==> config.mk <==
export PLATFORM = sky130hd
export DESIGN_NAME = cache_mgmt_unit
export DESIGN_NICKNAME = d
export VERILOG_FILES = /design/src/rtl/cache_mgmt_unit.sv
export SDC_FILE = /design/constraint.sdc
export NUM_CORES = 1
export LEC_CHECK = 0
export BUFFER_PORTS_ARGS = -buffer_cell sky130_fd_sc_hd__buf_2
export CORE_AREA = 2 2 153 155
export CTS_CLUSTER_DIAMETER = 200
export CTS_CLUSTER_SIZE = 12
export DETAILED_ROUTE_END_ITERATION = 7
export DIE_AREA = 0 0 155 157
export GPL_ROUTABILITY_DRIVEN = 1
export GPL_TIMING_DRIVEN = 0
export SLEW_MARGIN = 10
export SYNTH_ARGS = -nofsm -noshare
export SYNTH_HDL_FRONTEND = slang
export SYNTH_SLANG_ARGS = --single-unit
export TNS_END_PERCENT = 30
==> constraint.sdc <==
create_clock -name clk -period 2.9 [get_ports clk]
set_input_delay 0.145 -clock clk [delete_from_list [all_inputs] [get_ports clk]]
set_output_delay 0.145 -clock clk [all_outputs]
set_load 0.01 [all_outputs]
==> src/rtl/cache_mgmt_unit.sv <==
// Controller FSM for a 2-way set-associative write-back data cache: lookup, dirty writeback, refill, replay.
// Define CMU_STATS_EN to build the hit/miss statistics counters; otherwise both counters read as zero.
module cache_mgmt_unit #(
  parameter int ADDR_BITS     = 32,
  parameter int TAG_BITS      = 23,
  parameter int INDEX_BITS    = 5,
  parameter int WORD_SEL_BITS = 2
) (
  input  logic                  clk,
  input  logic                  rst,
  input  logic                  cpu_en_r,
  input  logic                  cpu_en_w,
  input  logic [ADDR_BITS-1:0]  cpu_addr,
  input  logic [2:0]            cpu_u_b_h_w,
  input  logic [31:0]           cpu_data_w,
  output logic [31:0]           cpu_data_r,
  output logic                  cpu_stall,
  output logic [ADDR_BITS-1:0]  cache_addr,
  output logic                  cache_load,
  output logic                  cache_edit,
  output logic                  cache_store,
  output logic                  cache_invalid,
  output logic [2:0]            cache_u_b_h_w,
  output logic [31:0]           cache_din,
  input  logic                  cache_hit,
  input  logic [31:0]           cache_dout,
  input  logic                  cache_valid,
  input  logic                  cache_dirty,
  input  logic [TAG_BITS-1:0]   cache_tag,
  output logic                  mem_cs,
  output logic                  mem_we,
  output logic [ADDR_BITS-1:0]  mem_addr,
  output logic [31:0]           mem_data_o,
  input  logic [31:0]           mem_data_i,
  input  logic                  mem_ack,
  output logic [31:0]           hit_cnt,
  output logic [31:0]           miss_cnt
);

  localparam int OFS = WORD_SEL_BITS + 2;

  typedef enum logic [2:0] {
    IDLE,
    LOOKUP,
    BACK_RD,
    BACK_WR,
    FILL,
    REPLAY
  } state_t;

  state_t                         state, state_nx;
  logic [WORD_SEL_BITS-1:0]       wc, wc_nx;
  logic [TAG_BITS-1:0]            victim_tag;
  logic [ADDR_BITS-OFS-1:0]       req_line;
  logic                           req;
  logic [ADDR_BITS-1:0]           line_addr;
  logic [ADDR_BITS-1:0]           victim_addr;

  assign req           = cpu_en_r | cpu_en_w;
  assign cpu_stall     = req & ~((state == LOOKUP) & cache_hit);
  assign cache_invalid = 1'b0;

  // The block address is captured while idle so a request dropped mid-miss
  // cannot redirect the remaining refill words.
  assign line_addr   = {req_line, wc, 2'b00};
  assign victim_addr = {victim_tag, req_line[INDEX_BITS-1:0], wc, 2'b00};

  always_ff @(posedge clk or posedge rst) begin
    if (rst) begin
      state      <= IDLE;
      wc         <= '0;
      victim_tag <= '0;
      req_line   <= '0;
      cpu_data_r <= '0;
    end else begin
      state <= state_nx;
      wc    <= wc_nx;
      if (state == IDLE)
        req_line <= cpu_addr[ADDR_BITS-1:OFS];
      if (state == LOOKUP && !cache_hit && cache_valid && cache_dirty)
        victim_tag <= cache_tag;
      if (state == LOOKUP && cache_hit && cpu_en_r)
        cpu_data_r <= cache_dout;
    end
  end

  always_comb begin
    state_nx      = state;
    wc_nx         = wc;
    cache_addr    = cpu_addr;
    cache_load    = 1'b0;
    cache_edit    = 1'b0;
    cache_store   = 1'b0;
    cache_u_b_h_w = cpu_u_b_h_w;
    cache_din     = cpu_data_w;
    mem_cs        = 1'b0;
    mem_we        = 1'b0;
    mem_addr      = line_addr;
    mem_data_o    = cache_dout;

    case (state)
      IDLE: begin
        if (req) begin
          cache_load = cpu_en_r;
          cache_edit = cpu_en_w;
          state_nx   = LOOKUP;
        end
      end

      LOOKUP: begin
        if (cache_hit) begin
          state_nx = IDLE;
        end else begin
          wc_nx    = '0;
          state_nx = (cache_valid && cache_dirty) ? BACK_RD : FILL;
        end
      end

      BACK_RD: begin
        cache_addr = line_addr;
        state_nx   = BACK_WR;
      end

      // cache_addr stays on the victim word so cache_dout remains valid
      // for the whole memory handshake.
      BACK_WR: begin
        cache_addr = line_addr;
        mem_cs     = 1'b1;
        mem_we     = 1'b1;
        mem_addr   = victim_addr;
        if (mem_ack) begin
          if (wc == '1) begin
            wc_nx    = '0;
            state_nx = FILL;
          end else begin
            wc_nx    = wc + 1'b1;
            state_nx = BACK_RD;
          end
        end
      end

      FILL: begin
        mem_cs = 1'b1;
        if (mem_ack) begin
          cache_store   = 1'b1;
          cache_addr    = line_addr;
          cache_din     = mem_data_i;
          cache_u_b_h_w = 3'b010;
          if (wc == '1) begin
            wc_nx    = '0;
            state_nx = REPLAY;
          end else begin
            wc_nx = wc + 1'b1;
          end
        end
      end

      REPLAY: begin
        if (req) begin
          cache_load = cpu_en_r;
          cache_edit = cpu_en_w;
          state_nx   = LOOKUP;
        end else begin
          state_nx = IDLE;
        end
      end

      default: state_nx = IDLE;
    endcase
  end

`ifdef CMU_STATS_EN
  logic first_pass;

  always_ff @(posedge clk or posedge rst) begin
    if (rst) begin
      first_pass <= 1'b0;
      hit_cnt    <= '0;
      miss_cnt   <= '0;
    end else begin
      if (state == IDLE)
        first_pass <= 1'b1;
      else if (state == REPLAY)
        first_pass <= 1'b0;
      if (state == LOOKUP) begin
        if (cache_hit) begin
          if (first_pass)
            hit_cnt <= hit_cnt + 32'd1;
        end else begin
          miss_cnt <= miss_cnt + 32'd1;
        end
      end
    end
  end
`else
  assign hit_cnt  = '0;
  assign miss_cnt = '0;
`endif

endmodule
==> impl_metrics.env, run 1 <==
export IMPL_crit_path_end_kind="output pin"
export IMPL_cts_buffers=9
export IMPL_antenna_found_initial=4
export IMPL_grt_overflow=0
export IMPL_pwr_share_comb_pct=50.9
export IMPL_cts_setup_buffers=0
export IMPL_port_buffers=328
export IMPL_tightest_slew_ns=0.595
export IMPL_cp_buffers_inverters=3
export IMPL_synth_edf_count=0
export IMPL_wl_met2_mm=8.93
export IMPL_skew_ns=0.00742
export IMPL_seq_power_share_pct=32.5
export IMPL_syn_to_final_growth_pct=46.3
export IMPL_power_switching_w=0.00243
export IMPL_root_buffer="clkbuf_16"
export IMPL_cts_tree="yes"
export IMPL_gr_usage_all_layers_pct=13.0
export IMPL_crit_cells=6
export IMPL_drt_met1_wl_mm=6.31
export IMPL_cp_common_cell="buf_2"
export IMPL_worstHoldPathType="input pin to flop"
export IMPL_drt_first_pass_iters=4
export IMPL_setup_viol=0
export IMPL_core_mm2=0.0225
export IMPL_ys_types=42
export IMPL_reg2regPathDepth=3
export IMPL_path_max_fanout=10
export IMPL_p_sw_share_pct=35.8
export IMPL_drt_iter0_drc=77
export IMPL_post_dp_hpwl_mm=13.7
export IMPL_clock_sinks=88
export IMPL_slew_violations=0
export IMPL_synthesis_area_mm2=0.00556
export IMPL_critPathTopFamily="buffers and inverters"
export IMPL_final_layout_size_suffix_gt1_share_pct=72.6
export IMPL_power_frac_clock_pct=16.6
export IMPL_cp_arrival_ns=2.11
export IMPL_powerDensity_mw_per_mm2=835
export IMPL_ys_ff_latch=88
export IMPL_highest_layer="met5"
export IMPL_final_cell_mix="332 x buf_2, 118 x mux2_2, 110 x buf_4, 88 x dfrtp_1, 67 x conb_1"
export IMPL_reg2reg_setup_slack_ns=0.98
export IMPL_startpoint="state[0]$_DFFE_PP0P_"
export IMPL_nets=1006
export IMPL_worstSkewPairLatency_ns=0.35
export IMPL_dr_wl_met3_mm=1.36
export IMPL_clk_pin_slew_ns=0.07
export IMPL_p_int_w=0.00436
export IMPL_rsz0062_at_grt="no"
export IMPL_ys_async_sr_fraction_pct=100
export IMPL_ant_nets=0
export IMPL_gp_congestion=0.769
export IMPL_drc=0
export IMPL_status="finished, final reports clean"
export IMPL_cap_violations=0
export IMPL_wl_mm=16.8
export IMPL_r2r_start="state[2]$_DFFE_PP0P_"
export IMPL_final_common_cell="buf_2"
export IMPL_dieArea_mm2=0.0243
export IMPL_fp_dieW_um=155
export IMPL_cellLeakagePower_nw=4.29
export IMPL_fin_crit_sh_pct=77.6
export IMPL_cpPeakStageDelay_ns=0.36
export IMPL_stdcell_count=1134
export IMPL_required_ns=2.76
export IMPL_h_tree_depth=3
export IMPL_grt_pass1_wl_mm=24.0
export IMPL_ios=396
export IMPL_vias=4484
export IMPL_post_place_cells=1116
export IMPL_crit_chain="buf_2 -> and4bb_4 -> nor2_4 -> buf_4 -> mux2_2 -> buf_2"
export IMPL_startpoint_type="flop"
export IMPL_ys_warn_count=0
export IMPL_finalCriticalPeriod_ns=2.25
export IMPL_post_cts_resized=0
export IMPL_fmax_mhz=444
export IMPL_setup_tns_final_ns=0
export IMPL_die_height_um=157
export IMPL_ys_seq_area_share_pct=39.6
export IMPL_rows=55
export IMPL_worst_setup_path_type="flop to output pin"
export IMPL_r2r_end="req_line[16]$_DFFE_PP0P_"
export IMPL_grt_pass1_vias=4374
export IMPL_cts_buffer_depth=2
export IMPL_viasPerCell=3.95
export IMPL_synth_cells=436
export IMPL_initial_utilization_pct=24.7
export IMPL_synth_ff_type="dfrtp_1"
export IMPL_cp_slowest_cell="mux2_2"
export IMPL_vdd_drop_max_mv=0.357
export IMPL_crit_path_end="cache_addr[21]"
export IMPL_grt_max_degree=48
export IMPL_hold_viol=0
export IMPL_slew_headroom_pct=60.4
export IMPL_syn_area_per_cell_um2=12.8
export IMPL_routedWlPerCell_um=14.8
## cells in the mapped netlist, types with 2 or more instances
cell type | instances | area (µm²)
a31oi_1 | 2 | 12.5
and2_1 | 4 | 25.0
buf_12 | 2 | 40.0
buf_2 | 4 | 20.0
buf_4 | 110 | 826
buf_6 | 9 | 101
dfrtp_1 | 88 | 2200
inv_1 | 3 | 11.3
mux2_1 | 32 | 360
mux2_2 | 118 | 1330
mux2_4 | 20 | 300
nand2_1 | 4 | 15.0
nand2b_1 | 2 | 12.5
nand3b_1 | 2 | 15.0
nor2_1 | 2 | 7.51
nor2b_1 | 6 | 37.5
nor3_1 | 2 | 10.0
o21ai_0 | 2 | 10.0
## per-stage QoR
stage,total power [W],utilization [%],hold WS (ns),area (µm²),setup WS (ns)
3_3_place_gp,0.00570,34.7,0.377,7810,-0.933
2_1_floorplan,0.00447,-,0.238,5810,0.476
3_5_place_dp,0.00575,34.8,0.261,7840,0.947
6_report,0.00679,36.1,0.0228,8130,0.649
4_1_cts,0.00693,36.1,0.00621,8130,0.596
5_1_grt,0.00728,36.1,0.0103,8130,0.509
## layer usage
metal / vias up / GRT usage [%]
li1: 2165 / -
met2: 208 / 24.1
met4: 2 / 3.70
met1: 2090 / 14.3
met3: 19 / 3.85
met5: - / 0
## worst register-to-register path, stage by stage, from the launching register on
cell	delay, ns
dfrtp_1	0.47
nor3_4	0.55
buf_2	0.40
mux2_2	0.38
## worst min-delay path by stage
stage	from	slack, ns	to	cells after the start
floorplan	mem_ack	0.24	state[1]$_DFFE_PP0P_	1
global placement	cpu_addr[22]	0.38	req_line[18]$_DFFE_PP0P_	2
detailed placement	rst	0.26	req_line[20]$_DFFE_PP0P_	2
CTS	cache_tag[1]	0.006	victim_tag[1]$_DFFE_PP0P_	2
global route	cache_tag[18]	0.01	victim_tag[18]$_DFFE_PP0P_	2
finish	cache_tag[15]	0.02	victim_tag[15]$_DFFE_PP0P_	2
## cell type report
type | count | area, µm²
Inverter | 3 | 13.8
Clock inverter | 5 | 41.3
Buffer | 126 | 991
Tap cell | 285 | 357
Antenna cell | 1 | 2.50
Timing Repair Buffer | 330 | 1680
Fill cell | 2291 | 14400
Clock buffer | 11 | 243
Sequential cell | 88 | 2200
Multi-Input combinational cell | 285 | 2600
## state kept, by name, summed over array words and instances, names as in the netlist
| name | count |
|---|---|
| wc | 2 |
| req_line | 28 |
| cpu_data_r | 32 |
| state | 3 |
| victim_tag | 23 |
## repair_timing
item | CTS | global route
endpoints found under the hold margin | 41 | 0
hold buffers | 1 | 0
endpoints found under the setup margin | 0 | 0
## cells by family (layout without fill, tap and decap cells)
family,count (synthesis),in the layout,synth area share [%]
AOI/OAI and AO/OA,15,15,2.12
adders and majority gates,1,1,0.225
buffers and inverters,129,475,18.0
DFF,88,88,39.6
muxes,170,170,35.8
other,1,68,0.0674
and+or+nand+nor,32,32,4.19
## power groups by stage
stage,clock network [W],logic (W),registers (W)
after global routing,0.00122,0.00375,0.00231
after CTS,0.00118,0.00353,0.00222
final,0.00113,0.00346,0.00221
after floorplan,0,0.00221,0.00226
after global placement,0,0.00348,0.00222
after detailed placement,0,0.00352,0.00223
(Power assumes the default switching activity.)
==> run 2, diff against run 1 <==
CORE_AREA = 2 2 152 154   (was 2 2 153 155)
DIE_AREA = 0 0 154 156   (was 0 0 155 157)
clock period = 1.8 ns   (was 2.9 ns; I/O delays follow)
==> run 2 against run 1 <==
Critical endpoint is now cache_addr[18]; non-clock buffer count is 97 higher; first-iteration DRC count is 97% higher; critical path type unchanged; setup slack worse by 0.89 ns; the flow now finishes with violations (setup timing); global-route usage up 1.9 points; critical path depth unchanged; largest power group unchanged; die area decreased by 1.3%.
==> impl_metrics.env, run 2 (synthesized netlist as in run 1, its figures left out) <==
export IMPL_required_ns=1.71
export IMPL_worst_slack_ns=-0.237
export IMPL_stdcell_count=1231
export IMPL_final_cell_mix="273 x buf_2, 112 x buf_4, 94 x mux2_2, 85 x dfrtp_1, 82 x dlygate4sd3_1"
export IMPL_initial_utilization_pct=24.9
export IMPL_cts_buffers=9
export IMPL_viasPerCell=4.01
export IMPL_rsz0062_at_grt="yes"
export IMPL_violations="setup timing"
export IMPL_startpoint="state[0]$_DFFE_PP0P_"
export IMPL_r2r_start="state[0]$_DFFE_PP0P_"
export IMPL_critPathTopFamily="simple AND/OR/NAND/NOR gates"
export IMPL_vdd_drop_max_mv=0.627
export IMPL_largest_register_ffs=32
export IMPL_cellLeakagePower_nw=5.07
export IMPL_antenna_found_initial=4
export IMPL_grt_overflow=0
export IMPL_dieArea_mm2=0.0240
export IMPL_ant_nets=0
export IMPL_die_height_um=156
export IMPL_hold_viol=0
export IMPL_finalCriticalPeriod_ns=2.04
export IMPL_hold_path_startpoint="cache_dout[2]"
export IMPL_slew_headroom_pct=53.0
export IMPL_post_place_cells=1117
export IMPL_wl_mm=19.4
export IMPL_clk_pin_slew_ns=0.06
export IMPL_cts_buffer_depth=2
export IMPL_worstHoldPathType="input pin to flop"
export IMPL_drt_first_pass_iters=4
export IMPL_tightest_slew_ns=0.703
export IMPL_powerDensity_mw_per_mm2=1280
export IMPL_finalPower_w=0.0126
export IMPL_fmax_mhz=491
export IMPL_cp_common_cell="buf_6"
export IMPL_cp_buffers_inverters=3
export IMPL_setup_viol=107
export IMPL_top_register="cpu_data_r"
export IMPL_cap_violations=0
export IMPL_cp_arrival_ns=1.95
export IMPL_crit_chain="and4bb_4 -> nor2_4 -> buf_6 -> buf_12 -> mux2_4 -> buf_6"
export IMPL_gp_congestion=0.810
export IMPL_crit_path_end_kind="output pin"
export IMPL_nets=1103
export IMPL_ios=396
export IMPL_timing_hold_ws_ns=0.0213
export IMPL_startpoint_type="flop"
export IMPL_reg_top3="cpu_data_r: 32 flops, req_line: 28 flops, victim_tag: 23 flops"
export IMPL_grt_max_degree=34
export IMPL_skew_ns=0.0133
export IMPL_syn_to_final_growth_pct=76.3
export IMPL_slew_violations=0
export IMPL_final_layout_size_suffix_gt1_share_pct=70.3
export IMPL_final_common_cell="buf_2"
export IMPL_h_tree_depth=3
export IMPL_port_buffers=328
export IMPL_clock_sinks=88
export IMPL_core_mm2=0.0224
export IMPL_drt_iter0_drc=152
export IMPL_cts_tree="yes"
export IMPL_vias=4940
export IMPL_grt_pass1_vias=4968
export IMPL_gr_usage_all_layers_pct=14.9
export IMPL_grt_pass1_wl_mm=27.8
export IMPL_status="finished, violations left"
export IMPL_cpPeakStageDelay_ns=0.44
export IMPL_rows=55
export IMPL_drc=0
export IMPL_post_dp_hpwl_mm=14.0
export IMPL_routedWlPerCell_um=15.8
export IMPL_fp_dieW_um=154
export IMPL_cp_slowest_cell="dfrtp_2"
export IMPL_worst_setup_path_type="flop to output pin"
export IMPL_setup_tns_final_ns=-15.34
export IMPL_path_max_fanout=5
export IMPL_root_buffer="clkbuf_16"
export IMPL_worstSkewPairLatency_ns=0.35
export IMPL_fin_crit_sh_pct=113
## run 2: per-layer routing
| metal | GRT usage (%) | vias up | routed length, µm |
|---|---|---|---|
| met4 | 3.74 | 0 | 251 |
| met1 | 15.9 | 2343 | 7080 |
| met3 | 3.25 | 19 | 1260 |
| met5 | 0 | - | 0 |
| li1 | - | 2351 | - |
| met2 | 29.6 | 227 | 10800 |
## run 2: area by class of cell
type                            instances  area (µm²)
Clock buffer                           11         243
Sequential cell                        88        2210
Clock inverter                          5        40.0
Tap cell                              285         357
Buffer                                125        1080
Fill cell                            2058       12600
Antenna cell                            1        2.50
Timing Repair Buffer                  428        3050
Inverter                                3        15.0
Multi-Input combinational cell        285        2810
## run 2: worst paths after layout
path,end,cells after the start,slack [ns]
max in group asynchronous,req_line[7]$_DFFE_PP0P_,4,0.80
min in group asynchronous,victim_tag[12]$_DFFE_PP0P_,3,0.41
hold reg to reg,cpu_data_r[27]$_DFFE_PP0P_,1,0.49
setup / recovery,cache_addr[18],6,-0.24
hold / removal,cpu_data_r[2]$_DFFE_PP0P_,2,0.02
setup reg to reg,req_line[8]$_DFFE_PP0P_,4,-0.08
## run 2: timing repair
| item | in CTS | in global routing |
|---|---|---|
| gates resized for setup | 82 | 71 |
| setup buffers | 12 | 2 |
| endpoints found under the setup margin | 115 | 132 |
| pin swaps | 2 | 3 |
| hold endpoints to repair | 106 | 0 |
| hold buffers | 82 | 0 |
| cloned | 1 | 2 |
## run 2: where the power goes
part	switching [W]	total (W)	internal, W
sequential	0.000618	0.00360	0.00298
combinational	0.00287	0.00715	0.00427
clock	0.000836	0.00182	0.000982
total	0.00433	0.0126	0.00824
## run 2: worst reg2reg max path: cells and delay by family (launching register included)
| kind | cells | cell delay, ns |
|---|---|---|
| buffers and inverters | 2 | 0.42 |
| DFF | 1 | 0.44 |
| muxes | 1 | 0.35 |
| and+or+nand+nor | 1 | 0.55 |
## run 2: through the flow
stage | instance area, µm² | setup WS (ns) | util (%)
finish | 9800 | -0.237 | 43.8
detailed placement | 7850 | -0.165 | 35.1
global placement | 7810 | -0.140 | 34.9
global route | 9800 | -0.304 | 43.8
CTS | 9430 | -0.245 | 42.2
floorplan | 5810 | 0.180 | -
